### config.mk
export PLATFORM = sky130hd
export DESIGN_NAME = instr_decode_flat
export DESIGN_NICKNAME = d
export VERILOG_FILES = /design/src/rtl/instr_decode_if.sv /design/src/rtl/instr_decode.sv /design/src/flat_wrapper.sv
export SDC_FILE = /design/constraint.sdc
export NUM_CORES = 1
export LEC_CHECK = 0
export CAP_MARGIN = 20
export CORE_MARGIN = 1.5
export CORE_UTILIZATION = 60
export DETAILED_ROUTE_END_ITERATION = 10
export DONT_BUFFER_PORTS = 1
export PLACE_DENSITY_LB_ADDON = 0.05
export RECOVER_POWER = 100
export SYNTH_ARGS = -nofsm -noshare
export SYNTH_HDL_FRONTEND = slang
export SYNTH_SLANG_ARGS = --single-unit
### constraint.sdc
create_clock -name clk -period 3.05 [get_ports clk]
set_input_delay 0.305 -clock clk [delete_from_list [all_inputs] [get_ports clk]]
set_output_delay 0.305 -clock clk [all_outputs]
set_load 0.005 [all_outputs]
### src/rtl/instr_decode_if.sv
// ---------------------------------------------------------------------------
// instr_decode_if
// Bus between the fetch side, the decode/issue stage and the datapath
// control inputs.
//   master : fetch / environment side. Drives in_valid, in_word, hold and
//            observes in_ready plus every issued control field.
//   slave  : the decoder. Drives in_ready and every control output.
// Signals:
//   in_valid, in_ready, in_word : fetch handshake (transfer = valid & ready)
//   hold                        : downstream stall
//   op, form, vec, A-D, Y1, Y2,
//   zero_reg, write, const_a,
//   constant                    : registered datapath controls
//   issued_count, illegal       : status
// ---------------------------------------------------------------------------
interface instr_decode_if #(
    parameter int INSTR_W = 36,
    parameter int CNT_W   = 16
);
    logic               in_valid;
    logic               in_ready;
    logic [INSTR_W-1:0] in_word;
    logic               hold;
    logic [2:0]         op;
    logic               form;
    logic [1:0]         vec;
    logic [3:0]         A;
    logic [3:0]         B;
    logic [3:0]         C;
    logic [3:0]         D;
    logic [3:0]         zero_reg;
    logic [3:0]         Y1;
    logic [3:0]         Y2;
    logic [1:0]         write;
    logic               const_a;
    logic [31:0]        constant;
    logic [CNT_W-1:0]   issued_count;
    logic               illegal;

    modport master (
        output in_valid, in_word, hold,
        input  in_ready, op, form, vec, A, B, C, D, zero_reg, Y1, Y2,
               write, const_a, constant, issued_count, illegal
    );

    modport slave (
        input  in_valid, in_word, hold,
        output in_ready, op, form, vec, A, B, C, D, zero_reg, Y1, Y2,
               write, const_a, constant, issued_count, illegal
    );
endinterface

### src/rtl/instr_decode.sv
// ---------------------------------------------------------------------------
// instr_decode
// Decode/issue stage feeding the datapath. Accepts op words (and the
// constant word that follows a const-flagged op word) from fetch, and drives
// every datapath control from registers. Cycles with nothing to issue are
// bubbles (write=00, const_a=0); other fields keep their last values.
// Ports:
//   clk   : system clock, rising edge
//   rst_n : synchronous active-low reset
//   bus   : instr_decode_if.slave (handshake, controls, status)
// ---------------------------------------------------------------------------
module instr_decode #(
    parameter int INSTR_W = 36,
    parameter int CNT_W   = 16
) (
    input  logic           clk,
    input  logic           rst_n,
    instr_decode_if.slave  bus
);

    typedef enum logic {S_OP, S_CONST} state_t;

    state_t             state_q;
    logic [34:0]        pendWord_q;
    logic               pendIllegal_q;

    logic [2:0]         op_q;
    logic               form_q;
    logic [1:0]         vec_q;
    logic [3:0]         a_q, b_q, c_q, d_q;
    logic [3:0]         zeroReg_q;
    logic [3:0]         y1_q, y2_q;
    logic [1:0]         write_q;
    logic               constA_q;
    logic [31:0]        constant_q;
    logic [CNT_W-1:0]   issuedCount_q;
    logic               illegal_q;

    logic [INSTR_W-1:0] word;
    logic               wordIllegal;
    logic               wordConst;
    logic [34:0]        issueWord_d;
    logic               issueIllegal_d;
    logic               issueConst_d;
    logic               issueNow_d;

    // The stall is the only thing that ever refuses a word.
    assign bus.in_ready = ~bus.hold;

    // Pick what would issue this cycle: in S_CONST it is the pending op
    // fields (the incoming word is the constant); in S_OP it is the incoming
    // word itself, unless it is a const-flagged word that must wait.
    always_comb begin
        word           = bus.in_word;
        wordIllegal    = |word[26:24];
        wordConst      = word[35];
        issueWord_d    = word[34:0];
        issueIllegal_d = wordIllegal;
        issueConst_d   = 1'b0;
        issueNow_d     = bus.in_valid & ~wordConst;
        if (state_q == S_CONST) begin
            issueWord_d    = pendWord_q;
            issueIllegal_d = pendIllegal_q;
            issueConst_d   = 1'b1;
            issueNow_d     = bus.in_valid;
        end
    end

    // Sequencer and output registers. Hold freezes everything; otherwise
    // each cycle defaults to a bubble and is overwritten when something
    // issues. Illegal words still issue, but with write suppressed and
    // without bumping the count.
    always_ff @(posedge clk) begin
        if (!rst_n) begin
            state_q       <= S_OP;
            pendWord_q    <= '0;
            pendIllegal_q <= 1'b0;
            op_q          <= '0;
            form_q        <= 1'b0;
            vec_q         <= '0;
            a_q           <= '0;
            b_q           <= '0;
            c_q           <= '0;
            d_q           <= '0;
            zeroReg_q     <= '0;
            y1_q          <= '0;
            y2_q          <= '0;
            write_q       <= '0;
            constA_q      <= 1'b0;
            constant_q    <= '0;
            issuedCount_q <= '0;
            illegal_q     <= 1'b0;
        end else if (!bus.hold) begin
            write_q  <= '0;
            constA_q <= 1'b0;
            if (bus.in_valid && state_q == S_OP) begin
                if (wordIllegal) begin
                    illegal_q <= 1'b1;
                end
                if (wordConst) begin
                    pendWord_q    <= word[34:0];
                    pendIllegal_q <= wordIllegal;
                    state_q       <= S_CONST;
                end
            end
            if (issueNow_d) begin
                op_q       <= issueWord_d[34:32];
                form_q     <= issueWord_d[31];
                vec_q      <= issueWord_d[30:29];
                write_q    <= issueIllegal_d ? 2'b00 : issueWord_d[28:27];
                a_q        <= issueWord_d[23:20];
                b_q        <= issueWord_d[19:16];
                c_q        <= issueWord_d[15:12];
                d_q        <= issueWord_d[11:8];
                y1_q       <= issueWord_d[7:4];
                y2_q       <= issueWord_d[3:0];
                constA_q   <= issueConst_d;
                constant_q <= issueConst_d ? word[31:0] : 32'd0;
                zeroReg_q  <= {issueWord_d[11:8] == 4'd0,
                               issueWord_d[15:12] == 4'd0,
                               issueWord_d[19:16] == 4'd0,
                               (issueWord_d[23:20] == 4'd0) & ~issueConst_d};
                if (!issueIllegal_d) begin
                    issuedCount_q <= issuedCount_q + CNT_W'(1);
                end
                state_q <= S_OP;
            end
        end
    end

    assign bus.op           = op_q;
    assign bus.form         = form_q;
    assign bus.vec          = vec_q;
    assign bus.A            = a_q;
    assign bus.B            = b_q;
    assign bus.C            = c_q;
    assign bus.D            = d_q;
    assign bus.zero_reg     = zeroReg_q;
    assign bus.Y1           = y1_q;
    assign bus.Y2           = y2_q;
    assign bus.write        = write_q;
    assign bus.const_a      = constA_q;
    assign bus.constant     = constant_q;
    assign bus.issued_count = issuedCount_q;
    assign bus.illegal      = illegal_q;

endmodule

### src/flat_wrapper.sv
// flat-port wrapper written by rule: the top's interface ports become plain ports
module instr_decode_flat 
#(
    parameter int INSTR_W = 36,
    parameter int CNT_W   = 16
)
  (clk, rst_n, bus_in_valid, bus_in_word, bus_hold, bus_in_ready, bus_op, bus_form, bus_vec, bus_A, bus_B, bus_C, bus_D, bus_zero_reg, bus_Y1, bus_Y2, bus_write, bus_const_a, bus_constant, bus_issued_count, bus_illegal);
  instr_decode_if #(.INSTR_W(INSTR_W), .CNT_W(CNT_W)) bus_i ();
  input  logic clk;
  input  logic rst_n;
  input wire logic [$bits(bus_i.in_valid)-1:0] bus_in_valid;
  input wire logic [$bits(bus_i.in_word)-1:0] bus_in_word;
  input wire logic [$bits(bus_i.hold)-1:0] bus_hold;
  output wire logic [$bits(bus_i.in_ready)-1:0] bus_in_ready;
  output wire logic [$bits(bus_i.op)-1:0] bus_op;
  output wire logic [$bits(bus_i.form)-1:0] bus_form;
  output wire logic [$bits(bus_i.vec)-1:0] bus_vec;
  output wire logic [$bits(bus_i.A)-1:0] bus_A;
  output wire logic [$bits(bus_i.B)-1:0] bus_B;
  output wire logic [$bits(bus_i.C)-1:0] bus_C;
  output wire logic [$bits(bus_i.D)-1:0] bus_D;
  output wire logic [$bits(bus_i.zero_reg)-1:0] bus_zero_reg;
  output wire logic [$bits(bus_i.Y1)-1:0] bus_Y1;
  output wire logic [$bits(bus_i.Y2)-1:0] bus_Y2;
  output wire logic [$bits(bus_i.write)-1:0] bus_write;
  output wire logic [$bits(bus_i.const_a)-1:0] bus_const_a;
  output wire logic [$bits(bus_i.constant)-1:0] bus_constant;
  output wire logic [$bits(bus_i.issued_count)-1:0] bus_issued_count;
  output wire logic [$bits(bus_i.illegal)-1:0] bus_illegal;
  assign bus_i.in_valid = bus_in_valid;
  assign bus_i.in_word = bus_in_word;
  assign bus_i.hold = bus_hold;
  assign bus_in_ready = bus_i.in_ready;
  assign bus_op = bus_i.op;
  assign bus_form = bus_i.form;
  assign bus_vec = bus_i.vec;
  assign bus_A = bus_i.A;
  assign bus_B = bus_i.B;
  assign bus_C = bus_i.C;
  assign bus_D = bus_i.D;
  assign bus_zero_reg = bus_i.zero_reg;
  assign bus_Y1 = bus_i.Y1;
  assign bus_Y2 = bus_i.Y2;
  assign bus_write = bus_i.write;
  assign bus_const_a = bus_i.const_a;
  assign bus_constant = bus_i.constant;
  assign bus_issued_count = bus_i.issued_count;
  assign bus_illegal = bus_i.illegal;
  instr_decode #(.INSTR_W(INSTR_W), .CNT_W(CNT_W)) u_core (.clk(clk), .rst_n(rst_n), .bus(bus_i));
endmodule
==> results.tsv, run 1 <==
metric	value	unit
grt-busiest-layer	met2	
grt_max_degree	82	
diodes	0	
syn_area_per_cell	9.29	µm²
io_buffers	0	
syn-num-nets	536	
grt_overflow	0	
fin_crit	2.13	ns
cts_max_level	4	
wirelength	11.2	mm
synth_area_leaders	dfxtp_1 (52%), mux2i_1 (7.6%), a22o_1 (6.1%), nand2_1 (6.0%), a211oi_1 (5.4%)	
max_cap_viol_count	0	
fp.dieW	90.5	µm
cts_inserted_buffers	17	
initial_utilization	62.7	%
setup.worst_path.start_class	flop	
synth_edf_count	0	
grt_pass1_vias	3761	
utilization	76.2	%
postRouteAntennaNets	0	
synthArstFlopShare	0	%
cts-root-buf	clkbuf_8	
grt_util_all_layers	28.2	%
worstMarginPinSlew	1.17	ns
drive_gt1_share	8.21	%
synth_common_cells	dfxtp_1 (120), nand2_1 (74), nor2_1 (44)	
met3_usage	9.51	%
syn_area	4600	µm²
cts_resized	0	
worstSkewPairLatency	0.51	ns
dr_total_vias	3825	
end_kind	flop	
critPathMaxStageDelay	0.64	ns
cts_sinks	120	
critPathArrivalTime	2.56	ns
drtIter0Drc	235	
io_pins	127	
path_max_fanout	30	
skew	0.00417	ns
finalHoldViolCount	0	
cts_max_path_buffers	2	
post_drt_wl_per_cell	17.6	µm
power_leakage	1.97	nW
finish.net_count	564	
grt_pass1_wl	18.4	mm
yosysSeqAreaShare	52.3	%
ys_ff_latch	120	
worstPathCellList	nand2b_1 > o2111ai_1 > clkbuf_1 > or4b_1 > a21oi_1	
vias_per_cell	6.02	
drc	0	
multi_input_area	2030	µm²
synth_top_cell_by_area	dfxtp_1	
yosysTopAreaCellShare	52.3	%
clk_pin_slew	0.06	ns
antenna_found_initial	0	
tritoncts	yes	
fp-row-count	31	
cp.buffers_inverters	1	
die_area	8200	µm²
synth.most_common_cell	dfxtp_1	
register_area	2400	µm²
ys_warn_count	0	
outcome	completed	
core-area	7330	µm²
fillers	522	
ys.flop_type	dfxtp_1	
grt_use_met1	33.5	%
finalSetupViolations	0	
ys_types	38	
p_per_area	679	nW/µm²
cpMaxStageDelayCell	or4b_1	
synthCells	495	
cp_top_family	simple AND/OR/NAND/NOR gates	
timing.final.crit_share	69.8	%
rsz0062_at_grt	false	
crit_type	reg -> reg	
dieHeight	90.5	µm
min_path_type	in -> reg	
finalSetupTns	0	ns
slew_headroom	21.8	%
slew_violations	0	
ir_drop	0.000436	V
grt_use_met2	45.9	%
max_freq	470	MHz
synthToLayoutAreaGrowth	21.5	%
required	3.49	ns
place.gp.congestion	0.781	
drt_pass1_iterations	4	
dp_hpwl	6.51	mm
[layout by cell type, fill, tap and decap left out, types with 3 or more instances in the layout]
| cell type | count |
|---|---|
| a211oi_1 | 33 |
| a21oi_1 | 43 |
| a22o_1 | 32 |
| and3_1 | 5 |
| buf_4 | 8 |
| clkbuf_16 | 16 |
| clkinv_2 | 3 |
| clkinv_4 | 3 |
| clkinvlp_4 | 3 |
| dfxtp_1 | 120 |
| dlygate4sd3_1 | 38 |
| inv_6 | 3 |
| mux2i_1 | 35 |
| nand2_1 | 74 |
| nand2b_1 | 5 |
| nand3_1 | 7 |
| nand4_1 | 3 |
| nor2_1 | 43 |
| nor4_1 | 6 |
| o21ai_0 | 11 |
| o31ai_1 | 3 |
| o41ai_1 | 4 |
| or3_1 | 6 |
| or4_1 | 3 |
[kinds of logic (layout without fill, tap and decap cells)]
group	after synthesis	count (layout)	share of synthesized area (%)
simple gates	160	160	15.5
compound gates	136	136	20.5
flops	120	120	52.3
buf+inv	42	83	3.70
mux	35	35	7.62
fa+ha+maj	1	1	0.272
xor+xnor	1	1	0.191
[metal layers]
layer	part of all wire, %	vias up
met4	1.8	0
li1	-	1841
met3	7.5	16
met1	40	1821
met5	0	-
met2	50	147
[timing repair]
| item | 4_1_cts | 5_1_grt |
|---|---|---|
| hold buffers | 38 | 0 |
| endpoints found under the hold margin | 73 | 0 |
| setup buffers | 0 | 0 |
[through the flow]
stage          total power [mW]  cell area (µm²)  hold slack (ns)  setup slack (ns)  instances
6_report                   3.80             5590           0.0312             0.922        635
5_1_grt                    3.92             5590           0.0341             0.724        635
4_1_cts                    3.81             5610           0.0137              1.32        635
3_5_place_dp               1.88             4660            0.430              1.25        565
3_3_place_gp               1.88             4660            0.426              1.32        565
2_1_floorplan              1.84             4600            0.431              1.53        495
[final cells by class]
class / instances / area share (%)
Clock inverter: 14 / 2.69
Multi-Input combinational cell: 333 / 36.4
Clock buffer: 18 / 7.48
Timing Repair Buffer: 48 / 8.04
Sequential cell: 120 / 43.0
Tap cell: 99 / 2.22
Inverter: 3 / 0.202
[worst paths after layout]
check                       start                         end  slack [ns]  cells past startpoint
max                u_core.state_q  u_core.bus.issued_count[8]        0.92                      5
min               bus_in_word[34]            u_core.bus.op[2]        0.03                      2
max reg2reg        u_core.state_q  u_core.bus.issued_count[8]        0.92                      5
min reg2reg  u_core.pendWord_q[3]        u_core.pendWord_q[3]        0.45                      2
[where the power goes]
part / switching [mW] / leakage (nW) / internal, mW
registers: 0.0396 / 0.974 / 1.62
clock network: 0.729 / 0.272 / 1.17
logic: 0.134 / 0.727 / 0.107
No activity file was read; power rests on OpenSTA's default activity.
==> inputs of run 2 (changes only) <==
--- a/config.mk
+++ b/config.mk
@@ -7,7 +7,7 @@
 export LEC_CHECK = 0
 export CAP_MARGIN = 20
 export CORE_MARGIN = 1.5
-export CORE_UTILIZATION = 60
+export CORE_UTILIZATION = 56
 export DETAILED_ROUTE_END_ITERATION = 10
 export DONT_BUFFER_PORTS = 1
 export PLACE_DENSITY_LB_ADDON = 0.05
==> constraint.sdc (replaced) <==
create_clock -name clk -period 1.85 [get_ports clk]
set_input_delay 0.185 -clock clk [delete_from_list [all_inputs] [get_ports clk]]
set_output_delay 0.185 -clock clk [all_outputs]
set_load 0.005 [all_outputs]
==> results.tsv, run 2 (synthesized netlist as in run 1, its figures left out) <==
metric	value	unit	change
dieHeight	93.6	µm	was 90.5 µm
wirelength	10.9	mm	was 11.2 mm
grt_util_all_layers	25.8	%	was 28.2%
max_freq	576	MHz	was 470 MHz
utilization	71.3	%	was 76.2%
io_pins	127		unchanged
place.gp.congestion	0.764		was 0.781
drc	0		unchanged
min_path_type	in -> reg		unchanged
dp_hpwl	6.74	mm	was 6.51 mm
vias_per_cell	5.91		was 6.02
grt_overflow	0		unchanged
drt_pass1_iterations	4		unchanged
finalSetupTns	0	ns	unchanged
drtIter0Drc	202		was 235
fp-row-count	32		was 31
end_kind	flop		unchanged
io_buffers	0		unchanged
antenna_found_initial	0		unchanged
pre_cts_ws	0.120	ns	was 1.25 ns
layout_common_cells	dfxtp_1 (119), nand2_1 (74), a21oi_1 (43)		was dfxtp_1 (120), nand2_1 (74), a21oi_1 (43), nor2_1 (43), dlygate4sd3_1 (38)
cts_max_path_buffers	2		unchanged
core-area	7850	µm²	was 7330 µm²
slew_headroom	52.8	%	was 21.8%
grt_max_degree	43		was 82
clk_pin_slew	0.06	ns	about the same
crit_type	reg -> reg		unchanged
fin_crit	1.73	ns	was 2.13 ns
fp.dieW	93.6	µm	was 90.5 µm
drive_gt1_share	8.87	%	was 8.21%
slew_violations	0		unchanged
outcome	completed		unchanged
cts_inserted_buffers	17		unchanged
synthToLayoutAreaGrowth	21.7	%	was 21.5%
rsz0062_at_grt	false		unchanged
diodes	0		unchanged
worstSkewPairLatency	0.50	ns	was 0.51 ns
cts_setup_buffers	0		unchanged
required	2.28	ns	was 3.49 ns
cts-root-buf	clkbuf_8		unchanged
final_common_cell	dfxtp_1		unchanged
finalHoldViolCount	0		unchanged
max_cap_viol_count	0		unchanged
path_max_fanout	5		was 30
postRouteAntennaNets	0		unchanged
power_leakage	1.98	nW	was 1.97 nW
cts_max_level	4		unchanged
setup.worst_path.start_class	flop		unchanged
grt_pass1_wl	17.5	mm	was 18.4 mm
p_per_area	1070	nW/µm²	was 679 nW/µm²
tritoncts	yes		unchanged
timing.final.crit_share	93.8	%	was 69.8%
finalPower	5.98	mW	was 3.80 mW
initial_utilization	58.6	%	was 62.7%
setup_slack	0.115	ns	was 0.922 ns
die_area	8760	µm²	was 8200 µm²
dr_total_vias	3801		was 3825
ir_drop	0.000651	V	was 0.000436 V
worstMarginPinSlew	0.707	ns	was 1.17 ns
finalSetupViolations	0		unchanged
critPathArrivalTime	2.17	ns	was 2.56 ns
finish.net_count	570		was 564
skew	0.00511	ns	was 0.00417 ns
grt_pass1_vias	3547		was 3761
post_drt_wl_per_cell	16.9	µm	was 17.6 µm
cts_sinks	120		unchanged
## run 2: cell count changes in the layout (fill, tap and decap cells not counted), moves of 2 or more
cell / before / now
clkinv_2: 3 / 5
nor2_1: 43 / 41
clkinv_4: 3 / 1
inv_6: 3 / 0
clkbuf_1: 2 / 4
nor2_2: 0 / 2
buf_4: 8 / 11
clkbuf_8: 1 / 4
bufinv_16: 2 / 0
## run 2: layout make-up
| type | instances | area, µm² |
|---|---|---|
| Sequential cell | 120 | 2400 |
| Multi-Input combinational cell | 333 | 2040 |
| Fill cell | 626 | 2250 |
| Inverter | 3 | 11.3 |
| Timing Repair Buffer | 54 | 498 |
| Tap cell | 102 | 128 |
| Clock inverter | 8 | 48.8 |
| Clock buffer | 23 | 467 |
## run 2: critical path, cell delays in order, from the launching register on
cell and delay [ns]:
dfxtp_1 0.42, ha_1 0.22, and3_1 0.28, nand2_1 0.12, or4b_1 0.47, a21oi_1 0.15
## run 2: power by group
part | leakage (nW) | switching [mW] | internal (mW)
Clock | 0.253 | 1.10 | 1.73
Sequential | 0.975 | 0.0633 | 2.67
Combinational | 0.757 | 0.236 | 0.179
## run 2: what timing repair did
| action | CTS | global route |
|---|---|---|
| gates resized for setup | 0 | 1 |
| endpoints found under the setup margin | 0 | 7 |
| hold buffers | 39 | 0 |
| endpoints found under the hold margin | 106 | 0 |
## run 2: metal layers
metal	wire length [µm]	GRT usage, %
met4	127	9.95
met2	5380	41.4
met5	0	0
met3	741	8.70
met1	4620	32.0
## run 2: path summary, 6_finish.rpt
kind	startpoint	endpoint	slack, ns	depth (start not counted)
min reg2reg	u_core.pendWord_q[29]	u_core.pendWord_q[29]	0.45	2
max	u_core.bus.issued_count[0]	u_core.bus.issued_count[8]	0.12	5
min	bus_in_word[9]	u_core.bus.D[1]	0.01	2
max reg2reg	u_core.bus.issued_count[0]	u_core.bus.issued_count[8]	0.12	5
## run 2: per-stage QoR
step	instance area, µm²	hold WS [ns]	instances
global placement	4700	0.307	573
detailed placement	4700	0.310	573
finish	5590	0.00957	643
CTS	5600	0.000114	643
floorplan	4600	0.311	495
global route	5590	0.00303	643
==> inputs of run 3 (changes only) <==
--- a/config.mk
+++ b/config.mk
@@ -5,9 +5,10 @@
 export SDC_FILE = /design/constraint.sdc
 export NUM_CORES = 1
 export LEC_CHECK = 0
-export CAP_MARGIN = 20
+export CAP_MARGIN = 25
 export CORE_MARGIN = 1.5
-export CORE_UTILIZATION = 56
+export CORE_UTILIZATION = 33
+export CTS_BUF_LIST = sky130_fd_sc_hd__clkbuf_8 sky130_fd_sc_hd__clkbuf_16
 export DETAILED_ROUTE_END_ITERATION = 10
 export DONT_BUFFER_PORTS = 1
 export PLACE_DENSITY_LB_ADDON = 0.05
==> results.tsv, run 3 (synthesized netlist as in run 1, its figures left out) <==
metric	value	unit	change
synthToLayoutAreaGrowth	24.4	%	was 21.7%
worstMarginPinSlew	0.695	ns	was 0.707 ns
fin_crit	1.77	ns	was 1.73 ns
drt_pass1_iterations	6		was 4
cts_max_path_buffers	2		unchanged
max_cap_viol_count	0		unchanged
post_dp_cell_area	4840	µm²	was 4700 µm²
rsz0062_at_grt	false		unchanged
grt_pass1_vias	3673		was 3547
clk_pin_slew	0.05	ns	was 0.06 ns
wirelength	12.4	mm	was 10.9 mm
crit_type	in -> reg		was reg -> reg
pwr-share-clk	48.5	%	was 47.3%
p_int	4.75	mW	was 4.58 mW
drtIter0Drc	152		was 202
slew_headroom	53.7	%	was 52.8%
post_drt_wl_per_cell	17.4	µm	was 16.9 µm
outcome	completed		unchanged
finalSetupTns	0	ns	unchanged
grt_max_degree	67		was 43
cts_sinks	120		unchanged
register_area	2400	µm²	unchanged
dp.cells	648		was 573
r2r-start	u_core.bus.issued_count[1]		was u_core.bus.issued_count[0]
critPathArrivalTime	2.11	ns	was 2.17 ns
cts_resized	0		unchanged
slew_violations	0		unchanged
cts_hold_buf	38		was 39
finish.net_count	570		unchanged
path_max_fanout	30		was 5
cts_max_level	4		unchanged
drc	0		unchanged
ir_drop	0.000554	V	was 0.000651 V
p_per_area	1070	nW/µm²	about the same
fp.dieW	121	µm	was 93.6 µm
worstSkewPairLatency	0.41	ns	was 0.50 ns
worstPathCellList	dlygate4sd3_1 > nor2b_4 > o2111ai_1 > buf_12 > or4b_1 > a21oi_1		was ha_1 > and3_1 > nand2_1 > or4b_1 > a21oi_1
max_freq	564	MHz	was 576 MHz
fillers	1358		was 626
skew	0.00368	ns	was 0.00511 ns
final_cell_count_no_fill	715		was 643
multi_input_area	2030	µm²	was 2040 µm²
pwr-share-seq	44.7	%	was 45.7%
required	2.19	ns	was 2.28 ns
cpMaxStageDelayCell	dlygate4sd3_1		was or4b_1
io_pins	127		unchanged
p_comb_share	6.8	%	was 6.9%
timing.final.crit_share	95.9	%	was 93.8%
fp-row-count	42		was 32
swShare	22.4	%	was 23.4%
grt_util_all_layers	17.7	%	was 25.8%
drive_gt1_share	7.79	%	was 8.87%
finalHoldViolCount	0		unchanged
p_switching	1.37	mW	was 1.40 mW
power_leakage	2.02	nW	was 1.98 nW
grt_overflow	0		unchanged
postRouteAntennaNets	0		unchanged
finalSetupViolations	0		unchanged
layout_common_cells	dfxtp_1 (119), nand2_1 (74), a21oi_1 (43)		unchanged
die_area	14600	µm²	was 8760 µm²
crit_start	bus_hold		was u_core.bus.issued_count[0]
place.gp.congestion	0.702		was 0.764
min_path_type	in -> reg		unchanged
end_kind	flop		unchanged
cts-root-buf	clkbuf_16		was clkbuf_8
final_cell_area	5720	µm²	was 5590 µm²
dieHeight	121	µm	was 93.6 µm
min-delay-start	bus_in_word[29]		was bus_in_word[9]
vias_per_cell	5.27		was 5.91
cts_inserted_buffers	17		unchanged
initial_utilization	34.3	%	was 58.6%
utilization	42.7	%	was 71.3%
diodes	0		unchanged
io_buffers	0		unchanged
grt_pass1_wl	19.8	mm	was 17.5 mm
dp_hpwl	7.65	mm	was 6.74 mm
setup.worst_path.start_class	input port		was flop
critPathMaxStageDelay	0.62	ns	was 0.47 ns
tritoncts	yes		unchanged
core-area	13400	µm²	was 7850 µm²
antenna_found_initial	0		unchanged
cts_setup_buffers	0		unchanged
dr_total_vias	3768		was 3801
final_common_cell	dfxtp_1		unchanged
run 3: final timing paths:
| check | cells past startpoint | slack [ns] | endpoint |
|---|---|---|---|
| worst max-delay path | 6 | 0.08 | u_core.bus.issued_count[8] |
| worst min-delay path | 2 | 0.02 | u_core.bus.vec[0] |
| worst max register to register | 5 | 0.16 | u_core.bus.issued_count[8] |
| worst min register to register | 2 | 0.45 | u_core.pendWord_q[29] |
run 3: metal layers:
| layer | wire length (µm) | vias up | share of wire, % | global-route usage [%] |
|---|---|---|---|---|
| met5 | 0 | - | 0 | 0 |
| met4 | 144 | 0 | 1.2 | 5.96 |
| met3 | 1060 | 13 | 8.6 | 7.52 |
| met2 | 5690 | 125 | 46 | 27.4 |
| met1 | 5510 | 1781 | 44 | 22.0 |
| li1 | - | 1849 | - | - |
run 3: critical path: cells and delay by family:
kind | cells | cell delay (ns)
buffers and inverters | 2 | 0.83
AOI/OAI and AO/OA | 2 | 0.36
and+or+nand+nor | 2 | 0.73
run 3: per-stage QoR:
step | total power [mW] | hold slack, ns | setup WS (ns)
after global placement | 3.13 | 0.311 | 0.240
after detailed placement | 3.13 | 0.314 | 0.167
final | 6.12 | 0.0194 | 0.0764
after global routing | 6.41 | 0.0119 | 0.0282
after CTS | 6.22 | 0.0000214 | 0.138
after floorplan | 3.03 | 0.311 | 0.330
run 3: area by class of cell:
cell class                 instances  area share, %
sequential                       120           42.0
multi-input combinational        333           35.6
timing repair buffer              54           9.06
clock buffer                      20           8.16
tap                              176           3.85
clock inverter                     9           1.12
inverter                           3          0.197
run 3: power by group through the flow:
| stage | combinational, mW | sequential [mW] | clock [mW] |
|---|---|---|---|
| after global placement | 0.337 | 2.79 | 0 |
| after detailed placement | 0.340 | 2.79 | 0 |
| final | 0.416 | 2.74 | 2.97 |
| after CTS | 0.431 | 2.74 | 3.05 |
| after global routing | 0.466 | 2.74 | 3.20 |
| after floorplan | 0.259 | 2.77 | 0 |
